### config.mk
export PLATFORM = sky130hd
export DESIGN_NAME = dense_4_argmax
export DESIGN_NICKNAME = d
export VERILOG_FILES = /design/src/rtl/dense_4_argmax.sv
export SDC_FILE = /design/constraint.sdc
export NUM_CORES = 1
export LEC_CHECK = 0
export ABC_AREA = 1
export CORE_ASPECT_RATIO = 0.75
export CORE_UTILIZATION = 61
export CTS_CLUSTER_SIZE = 30
export DETAILED_ROUTE_END_ITERATION = 8
export GPL_TIMING_DRIVEN = 0
export PLACE_DENSITY = 0.95
export REMOVE_ABC_BUFFERS = 1
export SLEW_MARGIN = 15
export SYNTH_ARGS = -nofsm -noshare
export SYNTH_HDL_FRONTEND = slang
export SYNTH_SLANG_ARGS = --single-unit
### constraint.sdc
create_clock -name clk -period 13.65 [get_ports clk]
set_clock_uncertainty 0.2 [all_clocks]
set_input_delay 1.365 -clock clk [delete_from_list [all_inputs] [get_ports clk]]
set_output_delay 1.365 -clock clk [all_outputs]
set_load 0.02 [all_outputs]
### src/rtl/dense_4_argmax.sv
// Sequential argmax over one vector of signed scores: one comparison per cycle.
// Reports the winning class, its score, and its margin over the runner-up.
module dense_4_argmax #(
    parameter int WIDTH     = 19,
    parameter int NFRAC     = 9,
    parameter int N_CLASSES = 5,
    parameter int IDX_W     = 3
) (
    input  logic                          clk,
    input  logic                          reset,
    input  logic [N_CLASSES*WIDTH-1:0]    in_data,
    input  logic                          in_valid,
    output logic                          in_ready,
    output logic [IDX_W-1:0]              out_class,
    output logic signed [WIDTH-1:0]       out_max,
    output logic [WIDTH:0]                out_margin,
    output logic                          out_valid,
    input  logic                          out_ready
);

    localparam logic [1:0] IDLE = 2'd0;
    localparam logic [1:0] SCAN = 2'd1;
    localparam logic [1:0] DONE = 2'd2;

    localparam logic [IDX_W-1:0]        LAST_IDX  = IDX_W'(N_CLASSES - 1);
    localparam logic signed [WIDTH-1:0] MIN_SCORE = {1'b1, {(WIDTH-1){1'b0}}};

    // Reject parameter sets the index/score widths cannot represent.
    generate
        if (N_CLASSES < 2 || N_CLASSES > 16 || NFRAC < 0 || NFRAC >= WIDTH ||
            (1 << IDX_W) < N_CLASSES) begin : g_param_check
            $error("dense_4_argmax: illegal parameter combination");
        end
    endgenerate

    logic [1:0]                    state_reg;
    logic [N_CLASSES*WIDTH-1:0]    data_reg;
    logic [IDX_W-1:0]              ptr_reg;
    logic signed [WIDTH-1:0]       best_reg;
    logic signed [WIDTH-1:0]       second_reg;
    logic [IDX_W-1:0]              best_idx_reg;
    logic [IDX_W-1:0]              out_class_reg;
    logic signed [WIDTH-1:0]       out_max_reg;
    logic [WIDTH:0]                out_margin_reg;

    logic signed [WIDTH-1:0]       scores [N_CLASSES];
    logic signed [WIDTH-1:0]       cur_score;
    logic signed [WIDTH-1:0]       best_next;
    logic signed [WIDTH-1:0]       second_next;
    logic [IDX_W-1:0]              best_idx_next;
    logic [WIDTH:0]                margin_next;

    generate
        for (genvar gi = 0; gi < N_CLASSES; gi++) begin : g_unpack
            assign scores[gi] = data_reg[gi*WIDTH +: WIDTH];
        end
    endgenerate

    assign cur_score = scores[ptr_reg];

    // Strict '>' keeps the lowest index on ties while still letting an equal
    // score become the runner-up.
    always_comb begin
        best_next     = best_reg;
        second_next   = second_reg;
        best_idx_next = best_idx_reg;
        if (cur_score > best_reg) begin
            second_next   = best_reg;
            best_next     = cur_score;
            best_idx_next = ptr_reg;
        end else if (cur_score > second_reg) begin
            second_next = cur_score;
        end
        margin_next = {best_next[WIDTH-1], best_next} - {second_next[WIDTH-1], second_next};
    end

    always_ff @(posedge clk or posedge reset) begin
        if (reset) begin
            state_reg      <= IDLE;
            data_reg       <= '0;
            ptr_reg        <= '0;
            best_reg       <= '0;
            second_reg     <= '0;
            best_idx_reg   <= '0;
            out_class_reg  <= '0;
            out_max_reg    <= '0;
            out_margin_reg <= '0;
        end else begin
            case (state_reg)
                IDLE: begin
                    if (in_valid) begin
                        data_reg     <= in_data;
                        best_reg     <= in_data[WIDTH-1:0];
                        best_idx_reg <= '0;
                        second_reg   <= MIN_SCORE;
                        ptr_reg      <= IDX_W'(1);
                        state_reg    <= SCAN;
                    end
                end
                SCAN: begin
                    best_reg     <= best_next;
                    second_reg   <= second_next;
                    best_idx_reg <= best_idx_next;
                    ptr_reg      <= ptr_reg + 1'b1;
                    if (ptr_reg == LAST_IDX) begin
                        out_class_reg  <= best_idx_next;
                        out_max_reg    <= best_next;
                        out_margin_reg <= margin_next;
                        state_reg      <= DONE;
                    end
                end
                DONE: begin
                    if (out_ready) begin
                        state_reg <= IDLE;
                    end
                end
                default: state_reg <= IDLE;
            endcase
        end
    end

    // Gated by reset so the block never advertises readiness while held in reset.
    assign in_ready   = (state_reg == IDLE) && !reset;
    assign out_valid  = (state_reg == DONE);
    assign out_class  = out_class_reg;
    assign out_max    = out_max_reg;
    assign out_margin = out_margin_reg;

endmodule
==> out/results.ini, run 1 <==
[outcome]
outcome=finished, final reports clean

[route]
drcViolationCount=0
wl_um=30910
avgRoutedWirePerCell_um=17.26
drtIter0Drc=1102
vias_per_cell=5.873
ant_nets=0
vias=10520
dr.pass1.iters=5

[floorplan]
initial_utilization=0.6344
dieArea_um2=18310
num_rows=41
core_um2=17080
ioPinCount=143
die_w_um=155.9
die_h_um=117.4

[cts]
cts-htree-levels=4
clock-sinks=183
numCtsBuffers=17
cts_repair_resize_count=0
cts_tree=yes
postCtsSetupBuffers=0
cts_hold_buf=0
clockBufferDepth=2
path_clk_slew_ns=0.08
worstSkewPairLatency_ns=0.45
clock-root-buffer=clkbuf_16

[sta]
finalSetupTns_ns=0
rsz0062_at_grt=no
worst-slew-pin-transition_ns=1.225
max_freq_mhz=130.0
finalCriticalPeriod_ns=7.691
hold_violations=0
finalSetupViolations=0
drv_slew=0
max_slew_margin=0.1834
post-route-period-util=0.5634

[logic_synthesis]
yosys.area_share.simple=0.2731
synth_top_family_by_area=simple AND/OR/NAND/NOR gates
synth-edff-count=0
async_flop_share=1.000
ys_warn_count=0
yosys.area_share.adder=0.06073
synth_xor_area_frac=0.005658
synthCells=1444
synth_compound_area_frac=0.1493
synth_flop_cell=dfrtp_1
syn_avg_cell_area_um2=7.505
synth-seq-cells=183
yosysSeqAreaShare=0.4226
syn-cell-area_um2=10840
synthMuxAreaShare=0
synth_cell_types=46

[finish]
area_growth_pct=20.01
drive_above_1_share=0.06688
register_area_um2=4581
nFillCells=1200
multiInputGateArea_um2=5314
largest_reg_flops=95
antennaDiodeCount=0
fin_nets=1693

[critical_path]
worstSetupEndpointType=register
cp_slowest_cell=dfrtp_1
rrSetupSlack_ns=5.96
worstPathArrival_ns=7.83
crit_fanout=75
critPathMostFrequentCell=nand2_1
crit_type=register to register
cp-start-kind=register
crit_buf_inv=3
cpPeakStageDelay_ns=1.16
r2r-end=out_margin[14]
r2r_start=ptr_reg[1]
rr_worst_depth=26
cpLargestDelayFamily=simple AND/OR/NAND/NOR gates
cp.required_ns=13.79

[placed_design]
portBuffers=142
gp_congestion=0.9416
dp_hpwl_um=21110

[min_path]
min_to=out_margin[14]
min_from=out_margin[14]
hold_depth=2
min_path_type=register to register

[grt]
grt_overflow_total=0
grt_pass1_wl_um=50250
grt.total_usage=0.3482
grt_max_degree=144
antenna_found_initial=0
grt_pass1_vias=10340

[job]
max_cap_viol_count=0

-- stage by stage --
stage | cells | setup slack [ns] | hold WS, ns | cell area [µm²] | util
final | 1791 | 5.959 | 0.2813 | 13010 | 0.7613
after global routing | 1791 | 5.590 | 0.3020 | 13010 | 0.7613
after CTS | 1791 | 6.350 | 0.2837 | 13010 | 0.7613
after detailed placement | 1759 | 6.515 | 0.2648 | 12340 | 0.7225
after global placement | 1755 | 4.473 | 0.2534 | 12230 | 0.7162
after floorplan | 1377 | 7.113 | 0.2491 | 10520 | -
-- layer usage --
| layer | vias up | GRT usage | wire length (µm) |
|---|---|---|---|
| li1 | 4915 | - | - |
| met1 | 4885 | 0.4640 | 12710 |
| met2 | 618 | 0.5561 | 14220 |
| met3 | 100 | 0.06282 | 2867 |
| met4 | 0 | 0.1526 | 1111 |
| met5 | - | 0 | 0 |
-- cells by family after synthesis --
logic type      after synthesis
xor+xnor                      7
compound gates              291
simple gates                673
fa+ha+maj                    52
buf+inv                     238
flops                       183
-- cells in the mapped netlist, drive strengths merged (3+ instances only) --
cell      n  area [µm²]
a21oi    63       322.8
buf      18       135.1
clkbuf   49       183.9
clkinv    3       11.26
dfrtp   183        4579
ha       51       638.1
inv     168       630.6
nand2   488        1887
nand3   115       665.6
nand3b    3       22.52
nand4    15       93.84
nor2     41       208.9
nor3      7       51.30
o211ai    9       67.56
o21ai   174       885.9
o221ai   19       166.4
o22ai    15       93.84
o31ai     4       30.03
xor2      5       43.79
-- layout by cell type, fill, tap and decap left out, types with 3 or more instances in the layout --
cell type and count:
ha_1 51, o21ai_0 166, nand2_1 468, clkdlybuf4s50_1 142, o31ai_1 4, bufinv_16 4, dfrtp_1 182, inv_1 160
nor2_2 7, nor2_4 5, o22ai_1 15, clkbuf_16 17, nor2_1 29, o211ai_1 9, inv_8 4, nor3_1 4
inv_6 3, a21oi_1 61, xor2_1 5, o221ai_1 19, nand3b_1 3, o21ai_1 6, nand4_1 15, nand3_1 97
nand3_2 17, nand2_2 18, inv_2 7, clkinv_4 3
-- how the worst max path moves through the flow --
stage | to | cells past startpoint | slack, ns | startpoint
6_report | out_margin[14] | 26 | 5.96 | ptr_reg[1]
5_1_grt | out_margin[14] | 26 | 5.59 | ptr_reg[1]
4_1_cts | out_margin[12] | 26 | 6.35 | ptr_reg[1]
3_5_place_dp | out_margin[12] | 26 | 6.51 | ptr_reg[1]
3_3_place_gp | best_reg[0] | 6 | 4.47 | in_valid
2_1_floorplan | best_idx_reg[0] | 1 | 7.11 | reset
-- worst register-to-register path: cells and delay by family, from the launching register on --
family                     cells  cell delay [ns]
adders and majority gates      3             1.19
buffers and inverters          3             1.70
DFF                            1             1.16
and+or+nand+nor               13             1.93
AOI/OAI and AO/OA              7             1.41
-- cell type report --
class,count,area share
multi-input cells,1023,0.4086
clock inverters,15,0.01828
clock buffers,17,0.03271
well taps,236,0.02271
repair buffers,146,0.1151
inverters,171,0.05041
flip-flops and latches,183,0.3522
Power of run 1 is not shown: default switching activity piles up to over one toggle a cycle in this logic, so the estimate is an artifact.
==> run 2, diff against run 1 <==
CORE_UTILIZATION = 51   (was 61)
PLACE_DENSITY = 0.89   (was 0.95)
clock period = 6.9 ns   (was 13.65 ns; I/O delays follow)
==> run 2 against run 1 <==
Wire length fell by 2.3%. Global-route usage fell by 6.0 points. Worst setup slack got worse by 5.5 ns. Utilization fell by 13 points. Register-to-register slack got worse by 5.5 ns. Highest routed layer unchanged.
==> out/results.ini, run 2 (synthesized netlist as in run 1, its figures left out) <==
[sta]
hold_violations=0  ; unchanged
finalCriticalPeriod_ns=6.433  ; -1.258 ns
rsz0062_at_grt=no
post-route-period-util=0.9323  ; +0.3689
drv_slew=0  ; unchanged
fin_ws_ns=0.4671  ; -5.492 ns
finalSetupViolations=0  ; unchanged
worst-slew-pin-transition_ns=1.080  ; -0.1451 ns
max_slew_margin=0.2791  ; +0.09571
max_freq_mhz=155.5  ; +20%

[floorplan]
die_w_um=170.3  ; +9.2%
core_um2=20550  ; +20%
ioPinCount=143  ; unchanged
die_h_um=128.2  ; +9.2%
initial_utilization=0.5273  ; -0.1071
dieArea_um2=21840  ; +19%
num_rows=45  ; +9.8%

[grt]
antenna_found_initial=0  ; unchanged
grt_max_degree=113  ; -22%
grt_overflow_total=0  ; unchanged
grt_pass1_wl_um=49540  ; -1.4%
grt_pass1_vias=10060  ; -2.7%
grt.total_usage=0.2881  ; -0.06011

[finish]
largest_reg_flops=95  ; unchanged
mostFrequentLayoutCell=nand2_1
drive_above_1_share=0.07001  ; +0.003125
area_growth_pct=20.67
post-route-util=0.6363  ; -0.1250
layout_common_cells=468 x nand2_1, 181 x dfrtp_1, 166 x o21ai_0, 159 x inv_1, 142 x clkdlybuf4s50_1
fin_nets=1695  ; +0.12%
antennaDiodeCount=0  ; unchanged
fin_area_um2=13080  ; +0.55%
final_cells=1839  ; +2.7%

[cts]
worstSkewPairLatency_ns=0.45  ; about the same
clock-root-buffer=clkbuf_16
numCtsBuffers=17  ; unchanged
clockBufferDepth=2  ; unchanged
cts_hold_buf=0  ; unchanged
cts-htree-levels=4  ; unchanged
cts_tree=yes
clock-sinks=183  ; unchanged
path_clk_slew_ns=0.08  ; about the same

[critical_path]
cpPeakStageDelay_ns=0.82  ; -0.34 ns
cp.required_ns=7.03  ; -6.76 ns
critPathMostFrequentCell=nand2_1
cp_slowest_cell=dfrtp_2
worstPathArrival_ns=6.57  ; -1.26 ns
cpLargestDelayFamily=simple AND/OR/NAND/NOR gates
crit_type=register to register
crit_fanout=27  ; -64%
worstSetupEndpointType=register
crit_buf_inv=3  ; unchanged
cp-start-kind=register

[route]
vias_per_cell=5.588  ; -4.9%
wl_um=30220  ; -2.3%
avgRoutedWirePerCell_um=16.43  ; -4.8%
drtIter0Drc=1017  ; -7.7%
drcViolationCount=0  ; unchanged
dr.pass1.iters=6  ; +1
vias=10280  ; -2.3%
ant_nets=0  ; unchanged

[placed_design]
placed_area_um2=12430  ; +0.69%
place_inst=1806  ; +2.7%
dp_hpwl_um=20760  ; -1.7%
gp_congestion=0.8815  ; -6.4%
post-place-ws_ns=-0.3257  ; -6.840 ns
portBuffers=142  ; unchanged

[outcome]
outcome=finished, final reports clean

[min_path]
min_path_type=register to register

[job]
max_cap_viol_count=0  ; unchanged

## run 2: metrics by stage
stage,hold WS [ns],TNS (ns)
after detailed placement,0.2653,-3.461
after CTS,0.2847,0
after global placement,0.2554,-339.85
final,0.2798,0
after floorplan,0.2491,0
after global routing,0.3003,0
## run 2: worst register-to-register path: cells and delay by family, from the launching register on
| kind | cells | cell delay [ns] |
|---|---|---|
| flip-flops | 1 | 0.82 |
| buffers and inverters | 3 | 0.99 |
| AND/OR/NAND/NOR | 17 | 2.12 |
| AO/OA/AOI/OAI | 6 | 1.39 |
| adder cells (fa/ha/maj) | 2 | 0.84 |
## run 2: final timing paths
check	to	slack (ns)	cells past startpoint	startpoint
hold reg to reg	data_reg[58]	0.28	2	data_reg[58]
min in group asynchronous	data_reg[79]	0.53	2	reset
setup reg to reg	out_margin[15]	0.47	28	ptr_reg[1]
setup / recovery	out_margin[15]	0.47	28	ptr_reg[1]
hold / removal	data_reg[58]	0.28	2	data_reg[58]
max in group asynchronous	ptr_reg[0]	5.01	3	reset
## run 2: timing repair
item                                    CTS  global route
endpoints found under the setup margin   18            14
gates resized for setup                   2             1
cloned                                    0             1
setup buffers                             0             0
## run 2: cell type report
class                      instances  area [µm²]
clock buffer                      17       425.4
clock inverter                    15       207.7
fill                            1754        7475
inverter                         171       660.6
multi-input combinational       1024        5324
sequential                       183        4582
tap                              282       352.8
timing repair buffer             147        1524
## run 2: metal layers
layer | vias to the layer above | GRT usage | routed length, µm
li1 | 4927 | - | -
met1 | 4800 | 0.3950 | 13630
met2 | 489 | 0.4609 | 13520
met3 | 60 | 0.04569 | 2160
met4 | 0 | 0.1086 | 905
met5 | - | 0 | 0
Power of run 2 is left out for the same reason.
